$ cat config.mk
export PLATFORM = sky130hd
export DESIGN_NAME = iob_pcie_tx_arbiter
export DESIGN_NICKNAME = d
export VERILOG_FILES = /design/src/rtl/iob_pcie_tx_arbiter_pkg.sv /design/src/rtl/iob_pcie_rr_arbiter.sv /design/src/rtl/iob_pcie_tx_arbiter.sv
export SDC_FILE = /design/constraint.sdc
export NUM_CORES = 1
export LEC_CHECK = 0
export ABC_AREA = 1
export CAP_MARGIN = 30
export CELL_PAD_IN_SITES_DETAIL_PLACEMENT = 1
export CELL_PAD_IN_SITES_GLOBAL_PLACEMENT = 1
export CORE_MARGIN = 3
export CORE_UTILIZATION = 26
export DETAILED_ROUTE_END_ITERATION = 16
export MAX_ROUTING_LAYER = met4
export PLACE_DENSITY_LB_ADDON = 0.1
export SYNTH_ARGS = -nofsm -noshare
export SYNTH_HDL_FRONTEND = slang
export SYNTH_SLANG_ARGS = --single-unit
$ cat constraint.sdc
create_clock -name CLK -period 3.6 [get_ports CLK]
set_input_delay 0.9 -clock CLK [delete_from_list [all_inputs] [get_ports CLK]]
set_output_delay 0.9 -clock CLK [all_outputs]
set_load 0.03 [all_outputs]
$ cat src/rtl/iob_pcie_tx_arbiter_pkg.sv
// iob_pcie_tx_arbiter_pkg: shared state encoding and beat-size helper for the PCIe TX arbiter
package iob_pcie_tx_arbiter_pkg;
  typedef enum logic [1:0] {IDLE = 2'd0, REQ = 2'd1, DATA = 2'd2, DONE = 2'd3} tx_state_e;
  function automatic int beat_words(input int dw);
    return dw / 32;
  endfunction
endpackage

$ cat src/rtl/iob_pcie_rr_arbiter.sv
// iob_pcie_rr_arbiter: combinational round-robin pick, first request above ptr_i with wrap
module iob_pcie_rr_arbiter #(
  parameter int N = 2,
  parameter int W = $clog2(N)
) (
  input  logic [N-1:0] req_i,
  input  logic [W-1:0] ptr_i,
  output logic [N-1:0] gnt_o,
  output logic [W-1:0] idx_o
);
  // Scan farthest candidate first so the nearest one after ptr_i overwrites it.
  always_comb begin
    gnt_o = '0;
    idx_o = '0;
    for (int k = N; k >= 1; k--) begin
      if (req_i[W'((int'(ptr_i) + k) % N)]) begin
        gnt_o = '0;
        gnt_o[W'((int'(ptr_i) + k) % N)] = 1'b1;
        idx_o = W'((int'(ptr_i) + k) % N);
      end
    end
  end
endmodule

$ cat src/rtl/iob_pcie_tx_arbiter.sv
// iob_pcie_tx_arbiter: round-robin sharing of one RIFFA PCIe TX channel among NUM_REQ requesters
module iob_pcie_tx_arbiter
  import iob_pcie_tx_arbiter_pkg::*;
#(
  parameter int C_PCI_DATA_WIDTH = 32,
  parameter int NUM_REQ = 2
) (
  input  logic                                CLK,
  input  logic                                RST,
  input  logic [NUM_REQ-1:0]                  REQ_TX,
  input  logic [NUM_REQ-1:0]                  REQ_LAST,
  input  logic [32*NUM_REQ-1:0]               REQ_LEN,
  input  logic [31*NUM_REQ-1:0]               REQ_OFF,
  input  logic [C_PCI_DATA_WIDTH*NUM_REQ-1:0] REQ_DATA,
  input  logic [NUM_REQ-1:0]                  REQ_DATA_VALID,
  output logic [NUM_REQ-1:0]                  REQ_DATA_REN,
  output logic [NUM_REQ-1:0]                  REQ_DONE,
  output logic [NUM_REQ-1:0]                  GRANT,
  output logic                                CHNL_TX_CLK,
  output logic                                CHNL_TX,
  input  logic                                CHNL_TX_ACK,
  output logic                                CHNL_TX_LAST,
  output logic [31:0]                         CHNL_TX_LEN,
  output logic [30:0]                         CHNL_TX_OFF,
  output logic [C_PCI_DATA_WIDTH-1:0]         CHNL_TX_DATA,
  output logic                                CHNL_TX_DATA_VALID,
  input  logic                                CHNL_TX_DATA_REN
);
  localparam int W = $clog2(NUM_REQ);
  localparam int BW = beat_words(C_PCI_DATA_WIDTH);
  tx_state_e            state_q;
  logic [NUM_REQ-1:0]   grant_q, win_gnt;
  logic [W-1:0]         idx_q, ptr_q, win_idx;
  logic [31:0]          len_q, count_q;
  logic [30:0]          off_q;
  logic                 last_q, in_data, beat, reach;
  iob_pcie_rr_arbiter #(.N(NUM_REQ), .W(W)) u_rr (
    .req_i(REQ_TX),
    .ptr_i(ptr_q),
    .gnt_o(win_gnt),
    .idx_o(win_idx)
  );
  assign in_data            = state_q == DATA;
  assign CHNL_TX_CLK        = CLK;
  assign CHNL_TX            = state_q == REQ || in_data;
  assign CHNL_TX_DATA       = in_data ? REQ_DATA[C_PCI_DATA_WIDTH*int'(idx_q) +: C_PCI_DATA_WIDTH] : '0;
  assign CHNL_TX_DATA_VALID = in_data & REQ_DATA_VALID[idx_q];
  assign REQ_DATA_REN       = (in_data && CHNL_TX_DATA_REN) ? grant_q : '0;
  assign REQ_DONE           = state_q == DONE ? grant_q : '0;
  assign GRANT              = grant_q;
  assign CHNL_TX_LEN        = len_q;
  assign CHNL_TX_OFF        = off_q;
  assign CHNL_TX_LAST       = last_q;
  assign beat               = CHNL_TX_DATA_VALID & CHNL_TX_DATA_REN;
  // 33-bit compare so a length near 2^32 can never wrap the count past it.
  assign reach              = ({1'b0, count_q} + 33'(BW)) >= {1'b0, len_q};
  always_ff @(posedge CLK or posedge RST) begin
    if (RST) begin
      state_q <= IDLE;
      grant_q <= '0;
      idx_q   <= '0;
      ptr_q   <= W'(NUM_REQ - 1);
      len_q   <= '0;
      off_q   <= '0;
      last_q  <= 1'b0;
      count_q <= '0;
    end else begin
      case (state_q)
        IDLE: if (|REQ_TX) begin
          state_q <= REQ;
          grant_q <= win_gnt;
          idx_q   <= win_idx;
          len_q   <= REQ_LEN[32*int'(win_idx) +: 32];
          off_q   <= REQ_OFF[31*int'(win_idx) +: 31];
          last_q  <= REQ_LAST[win_idx];
          count_q <= '0;
        end
        REQ: if (CHNL_TX_ACK) state_q <= len_q == 32'd0 ? DONE : DATA;
        DATA: if (beat) begin
          count_q <= count_q + 32'(BW);
          if (reach) state_q <= DONE;
        end
        default: begin
          state_q <= IDLE;
          grant_q <= '0;
          ptr_q   <= idx_q;
        end
      endcase
    end
  end
endmodule

==> impl_metrics.env <==
export IMPL_synth_simple_area_share_pct=26.0
export IMPL_status="complete, no violations"
export IMPL_syn_inst=940
export IMPL_drive_gt1_share_pct=5.28
export IMPL_critPathLaunchType="clock port"
export IMPL_synthMuxAreaShare_pct=0
export IMPL_port_buffers=301
export IMPL_reg2reg_depth=20
export IMPL_wl_per_cell_um=19.6
export IMPL_r2r_slack_ps=470
export IMPL_core_um2=24700
export IMPL_dp_hpwl_um=24400
export IMPL_p_seq_share_pct=23.3
export IMPL_switchingPower_mw=3.86
export IMPL_fin_worst_skew_ps=17.6
export IMPL_clk_pin_slew_ps=100
export IMPL_finalSetupViolCount=0
export IMPL_post_drt_via_cell_ratio=4.70
export IMPL_synth_top_cell_area_share_pct=37.6
export IMPL_layout_common_cells="301 x clkdlybuf4s50_1, 179 x nor2_1, 150 x nand2_1, 132 x o21ai_0, 108 x inv_1"
export IMPL_die_height_um=166
export IMPL_post_place_ws_ps=336
export IMPL_p_clk_share_pct=15.9
export IMPL_crit_arrival_ps=2640
export IMPL_synth_ff_latch_count=101
export IMPL_fin_total_pwr_mw=7.78
export IMPL_cts_tree="done"
export IMPL_synth_top_cell_by_area="dfrtp_1"
export IMPL_relSlewSlack_pct=53.7
export IMPL_holdPathStages=2
export IMPL_routabilityCongestion=0.834
export IMPL_power_density_nw_per_um2=743
export IMPL_io_pins=305
export IMPL_area_growth_pct=57.3
export IMPL_worstMarginPinSlew_ps=694
export IMPL_grt_overflow_total=0
export IMPL_synth_compound_area_share_pct=17.0
export IMPL_synth_seq_area_share_pct=38.0
export IMPL_synth_xor_area_share_pct=2.37
export IMPL_tns_ps=0
export IMPL_synth_warnings=0
export IMPL_whs_ps=495
export IMPL_p_leak_nw=4.74
export IMPL_avgSynthCellArea_um2=7.08
export IMPL_cap_violations=0
export IMPL_grtUsageTotal_pct=22.7
export IMPL_synthTopCellsByArea="dfrtp_1 38%, nor2_1 10%, o21ai_0 9.9%, nand2_1 8.5%, ha_1 7.0%"
export IMPL_endpoint_kind="output port"
export IMPL_placementRows=57
export IMPL_worstHoldStart="CHNL_TX_OFF[22]"
export IMPL_clock_latency_ps=480
export IMPL_drv_slew=0
export IMPL_r2r_end="state_q[1]"
export IMPL_synth_edff_count=0
export IMPL_syn_cell_area_um2=6660
export IMPL_hold_viol_final=0
export IMPL_min_path_type="reg -> reg"
export IMPL_synth_top_family_by_area="simple AND/OR/NAND/NOR gates"
export IMPL_nets=1463
export IMPL_grt_util_met2_pct=38.2
export IMPL_busiest_layer="met2"
export IMPL_drt_iter0_drc=290
export IMPL_synth_ff_type="dfrtp_1"
export IMPL_worstReg2RegStart="count_q[7]"
export IMPL_layout_setup_ws_ps=56.1
export IMPL_path_max_fanout=2
export IMPL_firstDrtPassIters=4
export IMPL_dp_cells=1536
export IMPL_synth_async_reset_ratio_pct=100
export IMPL_min_to="CHNL_TX_OFF[22]"
export IMPL_required_ps=2700
export IMPL_hold_buffers=0
export IMPL_crit_type="clk -> out"
export IMPL_p_int_mw=3.93
export IMPL_synthAdderAreaFrac_pct=6.95
export IMPL_gr_usage_met3_pct=8.90
export IMPL_die_area_um2=27600
export IMPL_die_width_um=166
export IMPL_ant_nets=0
export IMPL_grt_pass1_wl_um=47000
export IMPL_start_util_pct=26.9
export IMPL_rsz0062_at_grt="no"
export IMPL_p_sw_share_pct=49.5
export IMPL_final_cells=1564
export IMPL_comb_power_share_pct=60.8
export IMPL_grtUsageMet1_pct=25.5
export IMPL_grt_pass1_vias=7920
export IMPL_yosysUniqueCellTypes=36
export IMPL_vdd_ir_drop_max_uv=412
export IMPL_totalWireLength_um=30600
export IMPL_drc_errors=0
export IMPL_mostFrequentLayoutCell="clkdlybuf4s50_1"
export IMPL_grt_antenna_before_repair=8
export IMPL_grt_max_degree=98
export IMPL_num_vias=7348
power by group through the flow:
stage / Sequential, mW / Clock (mW) / Combinational [mW]
6_report: 1.81 / 1.24 / 4.73
3_3_place_gp: 1.82 / 0.0463 / 4.72
4_1_cts: 1.82 / 1.27 / 4.80
3_5_place_dp: 1.83 / 0.0463 / 4.78
2_1_floorplan: 2.51 / 0.0416 / 1.94
5_1_grt: 1.87 / 1.34 / 5.15
cell type report:
class / instances / area [µm²]
Antenna cell: 9 / 22.5
Clock buffer: 13 / 310
Clock inverter: 7 / 78.8
Fill cell: 3009 / 14300
Inverter: 117 / 442
Multi-Input combinational cell: 679 / 3520
Sequential cell: 101 / 2530
Tap cell: 324 / 405
Timing Repair Buffer: 314 / 3170
worst max-delay path, cell delays in order:
cell             delay, ps
clkbuf_16              120
clkbuf_16              130
clkdlybuf4s50_1        590
per-layer routing:
layer,wire length [µm],vias to the layer above
li1,-,3652
met1,12500,3497
met2,15200,174
met3,2410,25
met4,497,0
met5,0,-
cells by family after synthesis:
kind of cell | after synthesis
xor gates and xnor gates | 18
AOI/OAI and AO/OA | 212
other | 1
adders and majority gates | 37
and+or+nand+nor | 409
buffers and inverters | 162
DFF | 101
metrics by stage:
step | util (%) | cell area (µm²)
4_1_cts | 42.2 | 10500
6_report | 42.3 | 10500
3_5_place_dp | 40.7 | 10100
5_1_grt | 42.3 | 10500
2_1_floorplan | - | 6670
3_3_place_gp | 40.6 | 10000
synthesized netlist by cell type, types with 2 or more instances:
| master | count |
|---|---|
| buf_4 | 4 |
| nor2_2 | 2 |
| inv_1 | 109 |
| xor2_1 | 18 |
| a21o_1 | 3 |
| a21oi_1 | 13 |
| o22ai_1 | 48 |
| nand3_1 | 24 |
| nand4_1 | 14 |
| or2_2 | 3 |
| clkbuf_1 | 34 |
| buf_2 | 5 |
| nor2_1 | 181 |
| nor4_1 | 5 |
| nor3_1 | 16 |
| nand2_1 | 150 |
| o21ai_1 | 14 |
| ha_1 | 37 |
| dfrtp_1 | 100 |
| nand2_2 | 5 |
| inv_2 | 7 |
| nand3_2 | 3 |
| o21ai_0 | 132 |
what timing repair did:
action	in CTS	in global routing
setup endpoints to repair	0	2
gates resized for setup	0	2
buffers inserted	0	0
registers in the layout (all words and copies together) (netlist names):
signal        cells
idx_q             1
state_q           2
GRANT             1
count_q          32
CHNL_TX_LEN      32
CHNL_TX_LAST      1
CHNL_TX_OFF      31
ptr_q             1
worst max path at each step:
stage | startpoint | end | slack [ps] | depth (start not counted)
floorplan | RST | CHNL_TX_LAST | 50 | 1
global placement | CLK | CHNL_TX_CLK | 340 | 1
detailed placement | CLK | CHNL_TX_CLK | 340 | 1
CTS | CLK | CHNL_TX_CLK | 50 | 3
global route | state_q[0] | CHNL_TX_DATA[5] | 30 | 6
finish | CLK | CHNL_TX_CLK | 60 | 3
No activity file was read; power rests on OpenSTA's default activity.
==> edit 1: new RTL, config.mk and constraints unchanged <==
Set the parameter `C_PCI_DATA_WIDTH` to 36 (it was 32).
--- a/src/rtl/iob_pcie_tx_arbiter.sv
+++ b/src/rtl/iob_pcie_tx_arbiter.sv
@@ -2,7 +2,7 @@
 module iob_pcie_tx_arbiter
   import iob_pcie_tx_arbiter_pkg::*;
 #(
-  parameter int C_PCI_DATA_WIDTH = 32,
+  parameter int C_PCI_DATA_WIDTH = 36,
   parameter int NUM_REQ = 2
 ) (
   input  logic                                CLK,
Interface: changed (resized CHNL_TX_DATA and REQ_DATA); port bits go from 305 to 317. No check against the original RTL was run, so the function may have changed too.
==> edit 1 against the unedited design <==
Combinational power rose by 4.7%. Core utilization fell by 0.59 points. Area after synthesis grew 4.0%. Cell area grew 4.1%. Sequential cell count unchanged. Via count increased by 3.8%. Worst setup slack better by 0.013 ns. Wire length increased by 3.6%. Power increased by 3.5%. Critical path type unchanged.
==> edit 1: results (changes against the unedited design) <==
Parameter                              Value

Run status
  Run status ... finished clean

Timing
  Relative max-transition margin ... 57.16% (+3.5 points)
  Clock Skews ... 0.01386 ns (-0.003756 ns)
  Post-Route Hold Slack ... 0.4865 ns (-0.008847 ns)

Setup path
  Worst path arrival time ... 2.63 ns (about the same)
  Capture point of the worst reg-to-reg path ... state_q[0]
  Launch instance of the worst register-to-register path ... count_q[0]
  Slack of the worst reg-to-reg path ... 0.33 ns (-0.14 ns)

GRT
  Pin count of the biggest net entering global routing ... 78 (-20%)
  Global-route wire length before repair ... 47.96 mm (+2.1%)
  Vias in the first global route ... 8159 (+3.0%)
  Global routing usage summed across all routing layers ... 22.64% (-0.087 points)

Drt
  Starting DRT DRC Count ... 325 (+12%)
  Total via count in the routed design ... 7630 (+3.8%)
  Detail-routed via count per cell ... 4.719 (+0.43%)

Pwr
  Leak pwr ... 4.847 nW (+2.3%)

Yosys
  Most used standard cells in the synthesized netlist ... sky130_fd_sc_hd__nor2_1 (184), sky130_fd_sc_hd__nand2_1 (156), sky130_fd_sc_hd__o21ai_0 (148), sky130_fd_sc_hd__inv_1 (119), sky130_fd_sc_hd__dfrtp_1 (100)
  Average cell area after synthesis ... 7.152 µm² (+0.96%)
  Part of the Yosys area used for sequential elements ... 36.53% (-1.4 points)

Placement
  Inst Count DP ... 1586 (+3.3%)
  Half-perimeter wire length after detailed placement ... 25.10 mm (+3.1%)
  Count of buffers from port buffering ... 313 (+4.0%)
  Cell area after placement ... 10460 µm² (+3.8%)

Layout
  Multi-input gate area ... 3761 µm² (+6.8%)
  Nets@finish ... 1513 (+3.4%)

Worst hold path
  Endpoint of the worst hold-timing path ... CHNL_TX_OFF[8]

Clocking
  Clk pin slew, worst setup/hold paths ... 0.08 ns (-0.02 ns)
==> edit 1: cell count changes after synthesis, moves of 4 or more <==
cell	delta
sky130_fd_sc_hd__o21ai_0	+16
sky130_fd_sc_hd__o22ai_1	-17
sky130_fd_sc_hd__o21ai_1	-11
sky130_fd_sc_hd__buf_2	-4
sky130_fd_sc_hd__inv_1	+10
sky130_fd_sc_hd__o22ai_2	+18
sky130_fd_sc_hd__nand2_1	+6
sky130_fd_sc_hd__inv_2	-4
sky130_fd_sc_hd__xor2_1	-5
==> edit 1: worst max path at each step <==
stage               slack, ns  startpoint            to  cells after the start
floorplan                0.05         RST  CHNL_TX_LAST                      1
global placement         0.34         CLK   CHNL_TX_CLK                      1
detailed placement       0.20  count_q[0]    state_q[0]                     26
CTS                      0.06         CLK   CHNL_TX_CLK                      3
global route             0.01  count_q[4]    state_q[0]                     22
finish                   0.07         CLK   CHNL_TX_CLK                      3
==> edit 1: layout make-up <==
cell class	instances	area share, %
Tap cell	335	3.842
Antenna cell	9	0.2064
Sequential cell	101	23.19
Multi-Input combinational cell	701	34.48
Timing Repair Buffer	329	30.40
Clock buffer	13	2.844
Clock inverter	7	0.8143
Inverter	122	4.221
==> edit 1: logic make-up (layout without fill, tap and decap cells) <==
group | count (synthesis) | after routing | synth area share, %
simple gates | 426 | 426 | 26.33
compound gates | 221 | 221 | 18.85
buf+inv | 168 | 471 | 9.669
flops | 101 | 101 | 36.53
fa+ha+maj | 37 | 37 | 6.687
xor+xnor | 14 | 14 | 1.880
other cells | 1 | 12 | 0.05417
==> edit 1: per-layer routing <==
layer / GRT usage [%] / up-vias / part of all wire, %
met5: - / - / 0
met4: 6.615 / 0 / 2.1
met3: 8.735 / 37 / 7.8
met2: 38.39 / 168 / 51
met1: 24.75 / 3648 / 39
li1: - / 3777 / -
==> edit 1: report_power, final <==
part | internal (mW) | total (mW) | switching (mW)
sequential | 1.55 | 1.81 | 0.260
clock | 0.722 | 1.30 | 0.574
combinational | 1.81 | 4.95 | 3.14
total | 4.08 | 8.06 | 3.98
==> edit 1: timing repair <==
item | CTS | global route
resized for setup | 0 | 7
endpoints found under the setup margin | 0 | 4
setup buffers | 0 | 3
==> edit 2: new RTL, same flow settings <==
Made on the original files. Reset style: synchronous (`RST`), changed in one clocked block.
--- a/src/rtl/iob_pcie_tx_arbiter.sv
+++ b/src/rtl/iob_pcie_tx_arbiter.sv
@@ -54,7 +54,7 @@
   assign beat               = CHNL_TX_DATA_VALID & CHNL_TX_DATA_REN;
   // 33-bit compare so a length near 2^32 can never wrap the count past it.
   assign reach              = ({1'b0, count_q} + 33'(BW)) >= {1'b0, len_q};
-  always_ff @(posedge CLK or posedge RST) begin
+  always_ff @(posedge CLK) begin
     if (RST) begin
       state_q <= IDLE;
       grant_q <= '0;
Check against the original RTL: differs if RST is asserted again (counterexample within 4 cycles, from zero or initial values and one cycle with RST high); with RST held inactive, the same outputs for 4 cycles.
==> edit 2 against the unedited design <==
Final cell count grew 0.96%. Combinational power shrank 33%. Wire length shrank 4.2%. Power shrank 23%. Die area shrank 2.1%. Sequential power shrank 15%. Worst setup slack gained 0.014 ns. Area after synthesis shrank 2.2%. Global-route usage shrank 0.53 points. Count of clock-buffer cells in the layout is the same. Cell area shrank 2.4%. Sequential cell count is the same.
==> edit 2: results (changes against the unedited design) <==
Parameter                              Value

Clocking
  Clk pin slew, worst setup/hold paths ... 0.08 ns (-0.02 ns)
  Cells resized by post-CTS repair ... 0 (unchanged)
  Setup Buffers After CTS ... 0 (unchanged)
  Clock latency on the worst-skew pair ... 0.48 ns (about the same)

Worst hold path
  Worst Hold Path Cells ... 2 (unchanged)
  Endpoint of the worst hold-timing path ... count_q[11]
  Worst hold start ... count_q[11]
  Hold Path Class ... flop to flop

Setup path
  Largest driver fanout on the critical path ... 2 (unchanged)
  Worst path arrival time ... 2.63 ns (about the same)
  R2R cell count ... 21 (+5.0%)
  Critical Path Start ... CLK
  Critical path endpoint ... CHNL_TX_CLK
  Launch instance of the worst register-to-register path ... count_q[8]
  Slack of the worst reg-to-reg path ... about 0.48 ns
  Capture point of the worst reg-to-reg path ... state_q[1]

Layout
  Nets@finish ... 1486 (+1.6%)
  Share of post-route cells with drive strength above 1 ... 6.220% (+0.94 points)

Placement
  Count of buffers from port buffering ... 301 (unchanged)
  Half-perimeter wire length after detailed placement ... 22.83 mm (-6.3%)
  GP Congestion ... 0.8684 (+4.1%)

Drt
  Starting DRT DRC Count ... 308 (+6.2%)
  Detail-routed via count per cell ... 4.752 (+1.1%)
  Total Routed Length ... 29.32 mm (-4.2%)
  TritonRoute pass-1 iters ... 5 (+1)

Pwr
  Leak pwr ... 4.068 nW (-14%)
  Maximum vdd ir drop ... 0.2845 mV (-31%)

GRT
  Global routing usage summed across all routing layers ... 22.20% (-0.53 points)
  Vias in the first global route ... 7871 (-0.62%)
  Global-route wire length before repair ... 44.64 mm (-5.0%)
  Initial antenna violation count ... 1 (-7)
  Pin count of the biggest net entering global routing ... 66 (-33%)
  Remaining global-route overflow ... 0 (unchanged)

Yosys
  Part of the Yosys area used for sequential elements ... 31.04% (-6.9 points)
  Async set or reset register ratio after synthesis ... 0% (-100 points)
  Most used standard cells in the synthesized netlist ... sky130_fd_sc_hd__nand2_1 (212), sky130_fd_sc_hd__a21oi_1 (142), sky130_fd_sc_hd__nor2_1 (102), sky130_fd_sc_hd__dfxtp_1 (101), sky130_fd_sc_hd__inv_1 (89)
  Warnings from Yosys ... 0 (unchanged)
  Distinct cells, synth ... 44 (+22%)
  Main area contributors after synthesis ... sky130_fd_sc_hd__dfxtp_1 (31%), sky130_fd_sc_hd__nand2_1 (12%), sky130_fd_sc_hd__a21oi_1 (11%), sky130_fd_sc_hd__ha_1 (7.1%), sky130_fd_sc_hd__nor2_1 (5.9%)

Timing
  Relative max-transition margin ... 46.14% (-7.5 points)
  Clock Skews ... 0.01385 ns (-0.003771 ns)

Run status
  Run status ... finished clean
==> edit 2: area by class of cell <==
type,count,area [µm²]
Antenna cell,1,2.502
Inverter,102,385.4
Timing Repair Buffer,314,3141
Clock buffer,13,310.3
Clock inverter,7,91.34
Multi-Input combinational cell,717,3866
Tap cell,324,405.4
Fill cell,3053,14240
Sequential cell,101,2022
==> edit 2: worst max-delay path: stages <==
cell and delay (ns):
sky130_fd_sc_hd__clkbuf_16 0.12, sky130_fd_sc_hd__clkbuf_16 0.13, sky130_fd_sc_hd__clkdlybuf4s50_1 0.58
==> edit 2: where the power goes <==
part,switching [mW],leakage [nW],internal (mW)
logic,2.00,3.04,1.19
clock network,0.594,0.193,0.665
registers,0.164,0.831,1.38
total,2.76,4.07,3.23
==> edit 2: cell families (layout without fill, tap and decap cells) <==
logic type      Yosys count  in the layout  share of synthesized area, %
compound gates          253            253                         21.71
other cells               1              4                       0.05757
simple gates            401            401                         27.05
xor+xnor                 23             23                         3.208
buf+inv                 158            436                         9.835
fa+ha+maj                37             37                         7.107
flops                   101            101                         31.04
==> edit 2: per-layer routing <==
metal	routed length, µm	part of all wire [%]	global-route usage (%)
met5	0	0	-
met4	630	2.1	6.151
met3	1858	6.3	6.255
met2	14440	49	37.24
met1	12390	42	26.02
==> edit 2: through the flow <==
step / setup slack [ns] / area (µm²) / std cells / hold slack, ns / power (mW)
final: 0.07042 / 10220 / 1579 / 0.4788 / 5.994
after detailed placement: 0.3358 / 9829 / 1559 / 0.4712 / 4.837
after CTS: 0.06475 / 10220 / 1578 / 0.4839 / 6.097
after global placement: 0.3358 / 9829 / 1559 / 0.4668 / 4.822
after global routing: 0.05746 / 10220 / 1579 / 0.5109 / 6.408
after floorplan: 0.7550 / 6521 / 976 / 0.4566 / 3.410
